### src/rtl/malvar_he_cutler_demosaic_pipe.sv
// Malvar-He-Cutler gradient-corrected demosaicer: 5x5 RGGB window in, one 24-bit RGB pixel out.
// Define MHC_DEMOSAIC_PIPELINE_EN to register the kernel sums (latency 2 instead of 1).
module malvar_he_cutler_demosaic_pipe (
  input  logic                  clk,
  input  logic                  reset,
  input  logic                  in_valid,
  input  logic [0:4][0:4][7:0]  pixel_matrix,
  input  logic [0:4]            pixel_row_enable,
  input  logic [0:4]            pixel_column_enable,
  input  logic [1:0]            center_pixel_type,
  output logic                  out_valid,
  output logic [23:0]           center_pixel_rgb
);

  logic [2:0]         row_src [5];
  logic [2:0]         col_src [5];
  logic               row_ctr [5];
  logic               col_ctr [5];
  logic signed [15:0] w [5][5];

  // Mirror across the centre first; fall back to row/col 2 (even, parity-safe) or the centre tap.
  // The generic form also covers index 2, which always resolves to itself.
  for (genvar gi = 0; gi < 5; gi++) begin : g_sub
    assign row_src[gi] = pixel_row_enable[gi] ? 3'(gi) :
                         (pixel_row_enable[4-gi] ? 3'(4-gi) : 3'd2);
    assign col_src[gi] = pixel_column_enable[gi] ? 3'(gi) :
                         (pixel_column_enable[4-gi] ? 3'(4-gi) : 3'd2);
    assign row_ctr[gi] = !pixel_row_enable[gi] && !pixel_row_enable[4-gi] && (gi % 2 == 1);
    assign col_ctr[gi] = !pixel_column_enable[gi] && !pixel_column_enable[4-gi] && (gi % 2 == 1);
  end

  // Only taps within squared distance 4 of the centre feed any kernel.
  for (genvar gi = 0; gi < 5; gi++) begin : g_row
    for (genvar gj = 0; gj < 5; gj++) begin : g_col
      if ((gi - 2) * (gi - 2) + (gj - 2) * (gj - 2) <= 4) begin : g_tap
        assign w[gi][gj] = (row_ctr[gi] || col_ctr[gj]) ? {8'd0, pixel_matrix[2][2]}
                         : {8'd0, pixel_matrix[row_src[gi]][col_src[gj]]};
      end
    end
  end

  logic signed [15:0] c, ax1, ax2, ns1, ew1, ns2, ew2, dg;
  logic signed [15:0] k_g, k_row, k_col, k_opp, k_nat;

  assign c   = w[2][2];
  assign ns1 = w[1][2] + w[3][2];
  assign ew1 = w[2][1] + w[2][3];
  assign ns2 = w[0][2] + w[4][2];
  assign ew2 = w[2][0] + w[2][4];
  assign ax1 = ns1 + ew1;
  assign ax2 = ns2 + ew2;
  assign dg  = w[1][1] + w[1][3] + w[3][1] + w[3][3];

  assign k_g   = 16'sd8  * c + 16'sd4 * ax1 - 16'sd2 * ax2;
  assign k_row = 16'sd10 * c + 16'sd8 * ew1 - 16'sd2 * ew2 - 16'sd2 * dg + ns2;
  assign k_col = 16'sd10 * c + 16'sd8 * ns1 - 16'sd2 * ns2 - 16'sd2 * dg + ew2;
  assign k_opp = 16'sd12 * c + 16'sd4 * dg  - 16'sd3 * ax2;
  // Native channel goes through the same round/clamp path as 16*centre, which returns it exactly.
  assign k_nat = 16'sd16 * c;

  logic signed [15:0] acc_r, acc_g, acc_b;

  always_comb begin
    acc_r = k_nat;
    acc_g = k_g;
    acc_b = k_opp;
    case (center_pixel_type)
      2'b00: begin acc_r = k_nat; acc_g = k_g;   acc_b = k_opp; end
      2'b01: begin acc_r = k_row; acc_g = k_nat; acc_b = k_col; end
      2'b10: begin acc_r = k_col; acc_g = k_nat; acc_b = k_row; end
      default: begin acc_r = k_opp; acc_g = k_g; acc_b = k_nat; end
    endcase
  end

  logic signed [15:0] sel_r, sel_g, sel_b;
  logic               sel_valid;

`ifdef MHC_DEMOSAIC_PIPELINE_EN
  logic signed [15:0] acc_r_reg, acc_g_reg, acc_b_reg;
  logic               stage_valid_reg;

  always_ff @(posedge clk) begin
    if (reset) begin
      acc_r_reg       <= '0;
      acc_g_reg       <= '0;
      acc_b_reg       <= '0;
      stage_valid_reg <= 1'b0;
    end else begin
      stage_valid_reg <= in_valid;
      if (in_valid) begin
        acc_r_reg <= acc_r;
        acc_g_reg <= acc_g;
        acc_b_reg <= acc_b;
      end
    end
  end

  assign sel_r     = acc_r_reg;
  assign sel_g     = acc_g_reg;
  assign sel_b     = acc_b_reg;
  assign sel_valid = stage_valid_reg;
`else
  assign sel_r     = acc_r;
  assign sel_g     = acc_g;
  assign sel_b     = acc_b;
  assign sel_valid = in_valid;
`endif

  function automatic logic [7:0] round_clamp(input logic signed [15:0] a);
    logic signed [15:0] s;
    s = (a + 16'sd8) >>> 4;
    if (s < 16'sd0)        return 8'd0;
    else if (s > 16'sd255) return 8'd255;
    else                   return s[7:0];
  endfunction

  logic [23:0] rgb_reg;
  logic        valid_reg;

  always_ff @(posedge clk) begin
    if (reset) begin
      rgb_reg   <= 24'h000000;
      valid_reg <= 1'b0;
    end else begin
      valid_reg <= sel_valid;
      if (sel_valid)
        rgb_reg <= {round_clamp(sel_r), round_clamp(sel_g), round_clamp(sel_b)};
    end
  end

  assign out_valid        = valid_reg;
  assign center_pixel_rgb = rgb_reg;

endmodule

### config.mk
export PLATFORM = sky130hd
export DESIGN_NAME = malvar_he_cutler_demosaic_pipe
export DESIGN_NICKNAME = d
export VERILOG_FILES = /design/src/rtl/malvar_he_cutler_demosaic_pipe.sv
export SDC_FILE = /design/constraint.sdc
export NUM_CORES = 1
export LEC_CHECK = 0
export BUFFER_PORTS_ARGS = -buffer_cell sky130_fd_sc_hd__buf_2
export CAP_MARGIN = 10
export CELL_PAD_IN_SITES_DETAIL_PLACEMENT = 1
export CELL_PAD_IN_SITES_GLOBAL_PLACEMENT = 1
export CORE_MARGIN = 5
export CORE_UTILIZATION = 39
export DETAILED_ROUTE_END_ITERATION = 10
export HOLD_SLACK_MARGIN = 0.1
export PLACE_DENSITY = 0.81
export SETUP_SLACK_MARGIN = 0.2
export SYNTH_ARGS = -nofsm -noshare
export SYNTH_HDL_FRONTEND = slang
export SYNTH_SLANG_ARGS = --single-unit
### constraint.sdc
create_clock -name clk -period 9.5 [get_ports clk]
set_input_delay 1.9 -clock clk [delete_from_list [all_inputs] [get_ports clk]]
set_output_delay 1.9 -clock clk [all_outputs]
set_load 0.05 [all_outputs]
* Word-level counts from Yosys, hierarchy flattened
Cells that the tools add are included. Widths: inputs -> output; s select.
Storage, ports and cells: bits in registers 25, bits in latches 0, bits in writable memories 0, ROM bits 0, bits of input ports 215, output and inout port bits 25, logic and storage cells 131, memories kept 0
Operators by class: add/sub/neg operators 24, multipliers 3, div/mod/pow operators 0, $lt $le $gt $ge 14, eq/ne operators 2, shift operators 0, multiplexer cells 69, bitwise logic cells 8, reduce and logical (&&, ||, !) cells 9
Operator list (number):
- $bmux 40 s3 | 4
- $mux 8 | 30
- $bmux 8 s3 | 8
- $mux 40 | 4
- $mux 24 | 4
- $pmux 16 s3 | 2
- $add 16x5->16 const B | 3
- $add 8x8->9 | 5
- $gt 12x9->1 const B | 3
- $lt 12x1->1 const B | 3
- $ge 4x4->1 const B | 8
- $add 9x9->10 | 2
- $mux 3 | 6
- $add 15x10->16 | 1
- $add 16x10->16 | 1
- $add 16x13->16 | 1
- $mux 16 | 1
- $mux 2 | 8
- $not 2->4 | 4
- $not 3->4 | 4
- $sub 16x11->16 | 1
- $sub 16x13->16 | 1
- $sub 14x12->15 | 1
- $sub 14x13->15 | 1
- other kinds (18) | 23

* Longest topological paths before layout
Gate-level depths: netlist of run 1.
word-level depth 20, gate-level depth with buffers 41, depth with buffers taken out 37

* Least setup slack after synthesis of run 1
Ideal clock, no wire load.
path type input-to-reg, start input port pixel_row_enable[3] (netlist bit), end register rgb_reg[5], in the netlist center_pixel_rgb[5], setup time 0.122 ns, arrival 10.033 ns, required time 9.378 ns, setup slack -0.655 ns, cell stages on the path 36, buffers on the path 4, cells stage by stage clkbuf_1 clkbuf_1 clkbuf_1 o21ai_0 a21oi_1 o221ai_1 fa_1 ha_1 fa_1 ha_1 a21oi_1 o21bai_1 a21oi_1 nor2b_1 o21a_1 nor2_1 xnor2_1 fa_1 inv_1 fa_1 inv_1 fa_1 inv_1 ha_1 nand2_1 a311oi_1 nor2_1 xor2_1 o221ai_1 nor4b_2 or4b_1 nor3_1 a22oi_1 and2_4 buf_6 a221o_1
Between the ends: cells in the longest elaborated chain, start to end 20, elaborated cells on any way between the ends 50, those cells by class add/sub: 13; order compare: 2; mux: 30; bitwise: 2; reduce/logical: 3
RTL lines:
- start: declaration | line 8 | input logic [0:4] pixel_row_enable,
- $mux 1 | line 25 | (pixel_row_enable[4-gi] ? 3'(4-gi) : 3'd2);
- $mux 2 | line 24 | assign row_src[gi] = pixel_row_enable[gi] ? 3'(gi) :
- $not 2->4 (not written as such) | line 37 | : {8'd0, pixel_matrix[row_src[gi]][col_src[gj]]};
- $bmux 40 s3 | line 37
- $mux 40 (not written as such) (2 in a row) | line 37
- $bmux 8 s3 | line 37
- $mux 8 (not written as such) (2 in a row) | line 37
- $mux 8 | line 36 | assign w[gi][gj] = (row_ctr[gi] || col_ctr[gj]) ? {8'd0, pixel_matrix[2][2]}
- [... 2 more ...]
- $add 10x8->11 | line 52 | assign dg = w[1][1] + w[1][3] + w[3][1] + w[3][3];
- $sub 16x13->16, or another cell as far along | line 55 | assign k_row = 16'sd10 * c + 16'sd8 * ew1 - 16'sd2 * ew2 - 16'sd2 * dg + ns2;
- $add 16x10->16, or another cell as far along | line 55
- $pmux 16 s3 * | line 67 | case (center_pixel_type)
- $add 16x5->16 * | line 111 | s = (a + 16'sd8) >>> 4;
- $gt 12x9->1 | line 113 | else if (s > 16'sd255) return 8'd255;
- $mux 8 | line 113
- $mux 8 * | line 112 | if (s < 16'sd0) return 8'd0;
- end signal: assignment | line 127 | rgb_reg <= {round_clamp(sel_r), round_clamp(sel_g), round_clamp(sel_b)};
- end: declaration | line 117 | logic [23:0] rgb_reg;
Mark *: on every way between the ends. The rest lies on a longest branch, timed or not. The select of a mux whose other input is x is not followed. A chain may end at the register's enable or synchronous reset.

* Worst setup path after layout of run 1
start input port pixel_row_enable[1] (netlist bit), end register rgb_reg[0], in the netlist center_pixel_rgb[0]
Between the ends: cells in the longest elaborated chain, start to end 19, elaborated cells on any way between the ends 50, those cells by class add/sub: 13; order compare: 2; mux: 30; bitwise: 2; reduce/logical: 3
RTL lines (line):
- $mux 2 (on tied branches) | 24, 25
- $not 2->4 (not written as such) or $mux 2 (tied branches) | 37, 24
- $bmux 40 s3 or $not 2->4 (tied branches) | 37
- $mux 40 (not written as such) or $bmux 40 s3 (tied branches) | 37
- $mux 40 (not written as such) | 37
- $bmux 8 s3 or $mux 40 (tied branches) | 37
- $mux 8 (not written as such) or $bmux 8 s3 (tied branches) | 37
- $mux 8 (not written as such) | 37
- [... 3 more ...]
- $add 10x8->11 | 52
- $sub 16x13->16, or another cell as far along | 55
- $add 16x10->16, or another cell as far along | 55
- $pmux 16 s3 * | 67
- $add 16x5->16 * | 111
- $gt 12x9->1 | 113
- $mux 8 | 113
- $mux 8 * | 112
Marked as above.

==> results_dict.tcl, run 1 <==
set metrics [dict create \
    run_status "finished, violations left" \
    dominantRegCellSynth "dfxtp_1" \
    grt_first_pass_wirelength_um 81700 \
    synth_nets 2146 \
    synth.cell_area_um2 12600 \
    cts_max_path_buffers 2 \
    failed_checks "negative setup slack" \
    gpl.final_weighted_congestion 0.898 \
    max_freq_ghz 0.103 \
    slowest_stage "fa_1" \
    setup_viol 10 \
    nets 2494 \
    crit_path_end_kind "flop" \
    route.detailed.drc 0 \
    cts_tree "yes" \
    antenna_violations_before_repair 0 \
    yosys_register_bits 25 \
    stdcell_count 2416 \
    commonest_cells_after_routing_fill_and_taps_aside "buf_4 (261), inv_1 (197), ha_1 (154), nand2_1 (149), buf_2 (139)" \
    clock_sinks 25 \
    placement.io_buffers 141 \
    holdCritPathClass "reg -> reg" \
    critPathLaunchType "input port" \
    worst_path_fanout_max 7 \
    hold_viol_final 0 \
    die_area_um2 36000 \
    cts_htree_levels 1 \
    synthesis.instances 1667 \
    diodes 0 \
    core_region_area_um2 31700 \
    layout.cells.most_common "buf_4" \
    average_size_of_a_mapped_cell_um2 7.56 \
    grt_util_all_layers 0.280 \
    avgRoutedWirePerCell_um 22.9 \
    drtPass1Iterations 5 \
    worst-endpoint-required_ns 9.71 \
    drt_via_density 5.95 \
    clk-insertion-delay-late_ns 0.26 \
    clk_root_buffer_cell "clkbuf_16" \
    preCtsSetupSlack_ns -0.606 \
    synth_warnings 0 \
    synth.yosys.seq_area_share 0.0397 \
    grt_pass1_vias 15400 \
    finalWirelength_um 55400 \
    number_of_enable_flip_flop_cells_after_synthesis 0 \
    timing_worst_slew_pin_value_ns 0.803 \
    worst_slew_margin_rel 0.460 \
    setup_ws_ns -0.173 \
    placementRows 65 \
    top_level_ports 240 \
    postRouteAntennaNets 0 \
    synthDistinctLibCells 95 \
    grt_setup_unrepaired "yes" \
    asyncSetResetFlopFracSynth 0 \
    floorplan.initialDensity 0.397 \
    timing_max_transition_violations_final 0 \
    final_min_period_over_clock_period 1.02 \
    clk_pin_slew_ns 0.07 \
    overflow 0 \
    worst_ep_arrival_time_ns 9.88 \
    area_growth_syn_to_layout_pct 33.6 \
    crit_path_max_incr_delay_ns 0.55 \
    period_minus_slack_ns 9.67 \
    die_h_um 190 \
    die_x_um 190 \
    worstSetupPathType "in -> reg" \
    first_iter_violations 773 \
    fin_worst_skew_ns 0 \
    post_route_cells_drive_above_1_share 0.306 \
    detailed_place_hpwl_um 41900 \
    cap_viol_max_count 0 \
    dpl_cells 2387 \
    grt_max_degree 34 \
    cts_made_buffers 3 \
    detailroute.via_count 14400 \
]
==> area by class of cell <==
type,instances,area [um2]
fillers,3867,14900
multi-input cells,1363,12100
repair buffers,416,2900
inverters,206,773
well taps,402,503
flip-flops and latches,25,500
clock buffers,3,75.1
clock inverters,1,7.51
==> cells by family after synthesis <==
| family | synth area share |
|---|---|
| AOI/OAI and AO/OA | 0.281 |
| and+or+nand+nor | 0.143 |
| buffers and inverters | 0.0847 |
| adders and majority gates | 0.316 |
| xor gates and xnor gates | 0.0786 |
| muxes | 0.0560 |
| DFF | 0.0397 |
==> critical path: cells and delay by family <==
kind / cells / cell delay [ns]
adder cells (fa/ha/maj): 8 / 2.85
AND/OR/NAND/NOR: 8 / 1.73
AO/OA/AOI/OAI: 11 / 1.69
XOR/XNOR: 4 / 0.78
buffers and inverters: 6 / 0.68
multiplexers: 1 / 0.22
==> metal layers <==
layer  global-route usage  vias up  part of all wire
met5                    0        -                 0
met4                0.120        0             0.066
met3               0.0240      200             0.046
met2                0.529      525              0.50
met1                0.323     7108              0.39
li1                     -     6548                 -
==> Yosys cell counts, types with 23 or more instances <==
master,number,area (um2)
clkbuf_1,55,206
xor2_1,34,298
a21o_1,30,225
inv_1,203,762
nand2b_1,23,144
nor2_1,88,330
ha_1,173,2160
o21a_1,41,308
fa_1,91,1820
o21bai_1,37,278
mux2i_1,66,661
nand2_1,153,574
a21oi_1,141,706
dfxtp_1,25,500
xnor2_1,79,692
o21ai_0,130,651
==> path summary, 6_finish.rpt <==
check | slack [ns] | endpoint | from | cells past startpoint
max | -0.17 | center_pixel_rgb[0]$_SDFFE_PP0P_ | pixel_row_enable[1] | 38
min reg2reg | 0.44 | center_pixel_rgb[6]$_SDFFE_PP0P_ | center_pixel_rgb[6]$_SDFFE_PP0P_ | 2
max reg2reg | 8.73 | center_pixel_rgb[11]$_SDFFE_PP0P_ | center_pixel_rgb[11]$_SDFFE_PP0P_ | 1
min | 0.44 | center_pixel_rgb[6]$_SDFFE_PP0P_ | center_pixel_rgb[6]$_SDFFE_PP0P_ | 2
==> what timing repair did <==
item	CTS	global route
pin swaps	53	37
hold buffers	0	0
gates resized for setup	135	63
setup buffers	14	9
hold endpoints to repair	0	0
setup endpoints to repair	16	16
gates cloned	2	0
==> through the flow <==
stage	area, um2	TNS (ns)	utilization	hold slack [ns]
final	16800	-1.24	0.531	0.439
after global routing	16800	-6.12	0.531	0.475
after CTS	16500	0	0.519	0.443
after detailed placement	15600	-8.90	0.492	0.432
after global placement	15600	-5.63	0.492	0.431
after floorplan	12900	0	-	0.661
==> registers in the layout (all words and copies together), names as in the netlist <==
name,count
center_pixel_rgb,24
out_valid,1
Power of run 1 is not shown: default switching activity piles up to over one toggle a cycle in this logic, so the estimate is an artifact.
==> run 2: changes to the inputs <==
CTS_BUF_LIST = sky130_fd_sc_hd__clkbuf_8   (was unset)
==> results_dict.tcl, run 2 (same netlist as run 1, synthesis figures left out) <==
set metrics [dict create \
    holdCritPathClass "reg -> reg" \
    avgRoutedWirePerCell_um 21.8 \
    worstSetupPathType "in -> reg" \
    drtPass1Iterations 5 \
    clk-insertion-delay-late_ns 0.28 \
    clk_root_buffer_cell "clkbuf_8" \
    worst_ep_arrival_time_ns 9.77 \
    grt_pass1_vias 15400 \
    largest_register_ff_count 24 \
    route.detailed.drc 0 \
    grt_setup_unrepaired "yes" \
    gpl.final_weighted_congestion 0.898 \
    top_level_ports 240 \
    final_min_period_over_clock_period 1.01 \
    cts_hold_repair.buffers 0 \
    run_status "finished, violations left" \
    cts_made_buffers 3 \
    cap_viol_max_count 0 \
    placement.io_buffers 141 \
    layout.cells.most_common "buf_4" \
    crit_path_max_incr_delay_ns 0.61 \
    timing_worst_slew_pin_value_ns 0.802 \
    fin_worst_skew_ns 0 \
    diodes 0 \
    grt_first_pass_wirelength_um 81300 \
    drt_via_density 5.85 \
    grt_max_degree 34 \
    grt_util_all_layers 0.279 \
    dpl_cells 2387 \
    clock_sinks 25 \
    antenna_violations_before_repair 0 \
    die_x_um 190 \
    area_growth_syn_to_layout_pct 33.1 \
    worst-endpoint-required_ns 9.68 \
    critPathLaunchType "input port" \
    cp_common_cell "buf_12" \
    setup_ws_ns -0.0933 \
    period_minus_slack_ns 9.59 \
    failed_checks "negative setup slack" \
    overflow 0 \
    cts_max_path_buffers 2 \
    post_route_cells_drive_above_1_share 0.302 \
    cts_tree "yes" \
    core_region_area_um2 31700 \
    clk_pin_slew_ns 0.10 \
    commonest_cells_after_routing_fill_and_taps_aside "buf_4 (263), inv_1 (197), ha_1 (153), nand2_1 (150), buf_2 (139)" \
    crit_path_end_kind "flop" \
    hold_viol_final 0 \
    finalWirelength_um 52600 \
    die_area_um2 36000 \
    cts_htree_levels 1 \
    detailroute.via_count 14100 \
    worst_path_fanout_max 7 \
    met2_wirelength_um 26800 \
    final_core_util 0.529 \
    detailed_place_hpwl_um 41900 \
    die_h_um 190 \
    timing_max_transition_violations_final 0 \
    routed-wl-met3_um 2110 \
    slowest_stage "fa_2" \
    max_freq_ghz 0.104 \
    stdcell_count 2418 \
    worst_slew_margin_rel 0.465 \
    floorplan.initialDensity 0.397 \
    placementRows 65 \
    first_iter_violations 750 \
    routed.top_layer "met4" \
    nets 2496 \
    postRouteAntennaNets 0 \
    setup_viol 7 \
    met1_length_um 20500 \
]
-- run 2: cell count changes in the layout (fill, tap and decap cells not counted), moves of 3 or more --
cell	change
clkbuf_8	+3
a21oi_1	+3
o21ai_2	-3
a21oi_2	-3
o21ai_1	+3
clkbuf_16	-3
-- run 2: per-layer routing --
| metal | global-route usage | up-vias |
|---|---|---|
| li1 | - | 6556 |
| met1 | 0.320 | 7003 |
| met2 | 0.521 | 431 |
| met3 | 0.0220 | 159 |
| met4 | 0.134 | 0 |
| met5 | 0 | - |
-- run 2: path summary, 6_finish.rpt --
check        cells past startpoint                                 to                              start  slack [ns]
min                              2   center_pixel_rgb[6]$_SDFFE_PP0P_   center_pixel_rgb[6]$_SDFFE_PP0P_        0.44
max reg2reg                      1  center_pixel_rgb[11]$_SDFFE_PP0P_  center_pixel_rgb[11]$_SDFFE_PP0P_        8.72
min reg2reg                      2   center_pixel_rgb[6]$_SDFFE_PP0P_   center_pixel_rgb[6]$_SDFFE_PP0P_        0.44
max                             36   center_pixel_rgb[0]$_SDFFE_PP0P_                pixel_row_enable[1]       -0.09
-- run 2: final cells by class --
cell class,count,area (um2)
clock inverter,1,7.51
timing repair buffer,418,2950
fill,3910,15000
multi-input combinational,1363,12000
clock buffer,3,41.3
sequential,25,500
inverter,206,773
tap,402,503
-- run 2: repair_timing --
| item | CTS | global route |
|---|---|---|
| setup buffers | 15 | 9 |
| endpoints found under the setup margin | 16 | 16 |
| gates resized for setup | 128 | 54 |
| pin swaps | 71 | 39 |
| cloned | 3 | 0 |
-- run 2: per-stage QoR --
stage | setup slack [ns] | area [um2] | hold slack, ns | TNS, ns
after global routing | -0.288 | 16800 | 0.480 | -2.57
final | -0.0933 | 16800 | 0.443 | -0.583
after CTS | 0.190 | 16400 | 0.448 | 0
after floorplan | 0.194 | 12900 | 0.661 | 0
after global placement | -0.421 | 15600 | 0.431 | -5.63
after detailed placement | -0.606 | 15600 | 0.432 | -8.90
-- run 2: worst max-delay path, delay by kind of cell --
family / cells / cell delay [ns]
mux: 2 / 0.30
compound gates: 11 / 2.11
xor+xnor: 2 / 0.25
buf+inv: 8 / 1.12
fa+ha+maj: 7 / 3.21
simple gates: 6 / 0.87
Power of run 2 is left out for the same reason.
==> run 3: changes to the inputs <==
BUFFER_PORTS_ARGS = -buffer_cell sky130_fd_sc_hd__clkbuf_2   (was -buffer_cell sky130_fd_sc_hd__buf_2)
clock period = 8.4 ns   (was 9.5 ns; I/O delays follow)
==> results_dict.tcl, run 3 (same netlist as run 1, synthesis figures left out) <==
set metrics [dict create \
    run_status "finished, violations left" \
    failed_checks "negative setup slack" \
    drtPass1Iterations 9 \
    antenna_violations_before_repair 2 \
    die_area_um2 36000 \
    crit_path_max_incr_delay_ns 0.63 \
    cts_max_path_buffers 2 \
    regToRegStartpoint "center_pixel_rgb[18]$_SDFFE_PP0P_" \
    seqCellArea_um2 500 \
    postRouteAntennaNets 0 \
    gpl.final_weighted_congestion 0.948 \
    largest_register_ff_count 24 \
    final_design_area_no_fill_um2 18200 \
    cts_htree_levels 1 \
    timing.critical_path.buf_inv 7 \
    worst_path_fanout_max 8 \
    final.fill_count 3795 \
    clk_pin_slew_ns 0.09 \
    placementRows 65 \
    worstSetupPathType "in -> reg" \
    nets 2614 \
    cp-startpoint "pixel_row_enable[1]" \
    grt_max_degree 34 \
    finalWirelength_um 69800 \
    critPathLaunchType "input port" \
    critPathCapture "center_pixel_rgb[3]$_SDFFE_PP0P_" \
    worst_ep_arrival_time_ns 9.97 \
    clk-insertion-delay-late_ns 0.27 \
    post_route_cells_drive_above_1_share 0.376 \
    die_h_um 190 \
    slowest_stage "fa_1" \
    grt_pass1_vias 17000 \
    cap_viol_max_count 0 \
    route.detailed.drc 0 \
    clk_root_buffer_cell "clkbuf_8" \
    floorplan.initialDensity 0.397 \
    top_level_ports 240 \
    setup_ws_ns -1.35 \
    avgRoutedWirePerCell_um 27.5 \
    final_min_period_over_clock_period 1.16 \
    die_x_um 190 \
    max_freq_ghz 0.103 \
    worst-path-stages 39 \
    reg2reg_to "center_pixel_rgb[18]$_SDFFE_PP0P_" \
    clock_sinks 25 \
    setup_viol 19 \
    commonest_cells_after_routing_fill_and_taps_aside "buf_4 (377), inv_1 (192), nand2_1 (149), ha_1 (148), clkbuf_2 (139)" \
    grt_setup_unrepaired "yes" \
    fin_tns_setup_ns -18.79 \
    detailroute.via_count 16400 \
    worst_path_dominant_cell_family "adder cells" \
    timing_worst_slew_pin_value_ns 0.937 \
    timing_max_transition_violations_final 0 \
    fin_worst_skew_ns 0 \
    overflow 0 \
    reg2reg_depth 3 \
    worst_slew_margin_rel 0.375 \
    reg2reg_setup_slack_ns 7.56 \
    multiInputGateArea_um2 12500 \
    placement.io_buffers 141 \
    cts_tree "yes" \
    drt_via_density 6.46 \
    core_region_area_um2 31700 \
    dpl-instance-area_um2 16400 \
    first_iter_violations 1252 \
    grt_util_all_layers 0.313 \
    holdCritPathClass "reg -> reg" \
    cts_made_buffers 3 \
    layout.cells.most_common "buf_4" \
    period_minus_slack_ns 9.75 \
    worst-endpoint-required_ns 8.62 \
    grt_first_pass_wirelength_um 91000 \
    worst_hold_path.num_cells 2 \
    hold_viol_final 0 \
    detailed_place_hpwl_um 45600 \
    area_growth_syn_to_layout_pct 44.3 \
    crit_path_end_kind "flop" \
]
## run 3: area by class of cell
class,instances,share of cell area
Sequential cell,25,0.0275
Inverter,206,0.0427
Multi-Input combinational cell,1363,0.687
Clock buffer,3,0.00227
Antenna cell,1,0.000138
Clock inverter,1,0.000275
Timing Repair Buffer,536,0.212
Tap cell,402,0.0277
## run 3: through the flow
step	worst slack [ns]	hold slack [ns]	utilization	instances
after floorplan	-0.686	0.661	-	1667
after global placement	-1.24	0.435	0.517	2490
after detailed placement	-1.60	0.450	0.517	2490
after CTS	-0.816	0.464	0.541	2513
after global routing	-1.57	0.498	0.573	2536
final	-1.35	0.460	0.573	2537
## run 3: layer usage
| metal | wire length [um] | track usage | vias up |
|---|---|---|---|
| met4 | 8020 | 0.192 | 2 |
| met3 | 4760 | 0.0317 | 554 |
| met5 | 13 | 0 | - |
| li1 | - | - | 6802 |
| met2 | 33500 | 0.581 | 1140 |
| met1 | 23500 | 0.341 | 7881 |
## run 3: tightest hold or removal path: stages, from the launching register on
cell and delay [ns]:
dfxtp_1 0.32, nand2_1 0.06, nand2_1 0.05
## run 3: repair_timing
item | in CTS | in global routing
hold buffers | 0 | 0
setup endpoints to repair | 24 | 24
pin swaps | 52 | 68
gates resized for setup | 122 | 164
setup buffers | 17 | 23
gates cloned | 2 | 0
## run 3: worst min path at each step
stage | from | end
floorplan | center_pixel_rgb[6]$_SDFFE_PP0P_ | center_pixel_rgb[6]$_SDFFE_PP0P_
global placement | center_pixel_rgb[6]$_SDFFE_PP0P_ | center_pixel_rgb[6]$_SDFFE_PP0P_
detailed placement | center_pixel_rgb[6]$_SDFFE_PP0P_ | center_pixel_rgb[6]$_SDFFE_PP0P_
CTS | center_pixel_rgb[6]$_SDFFE_PP0P_ | center_pixel_rgb[6]$_SDFFE_PP0P_
global route | center_pixel_rgb[6]$_SDFFE_PP0P_ | center_pixel_rgb[6]$_SDFFE_PP0P_
finish | center_pixel_rgb[6]$_SDFFE_PP0P_ | center_pixel_rgb[6]$_SDFFE_PP0P_
Power of run 3 is left out for the same reason.
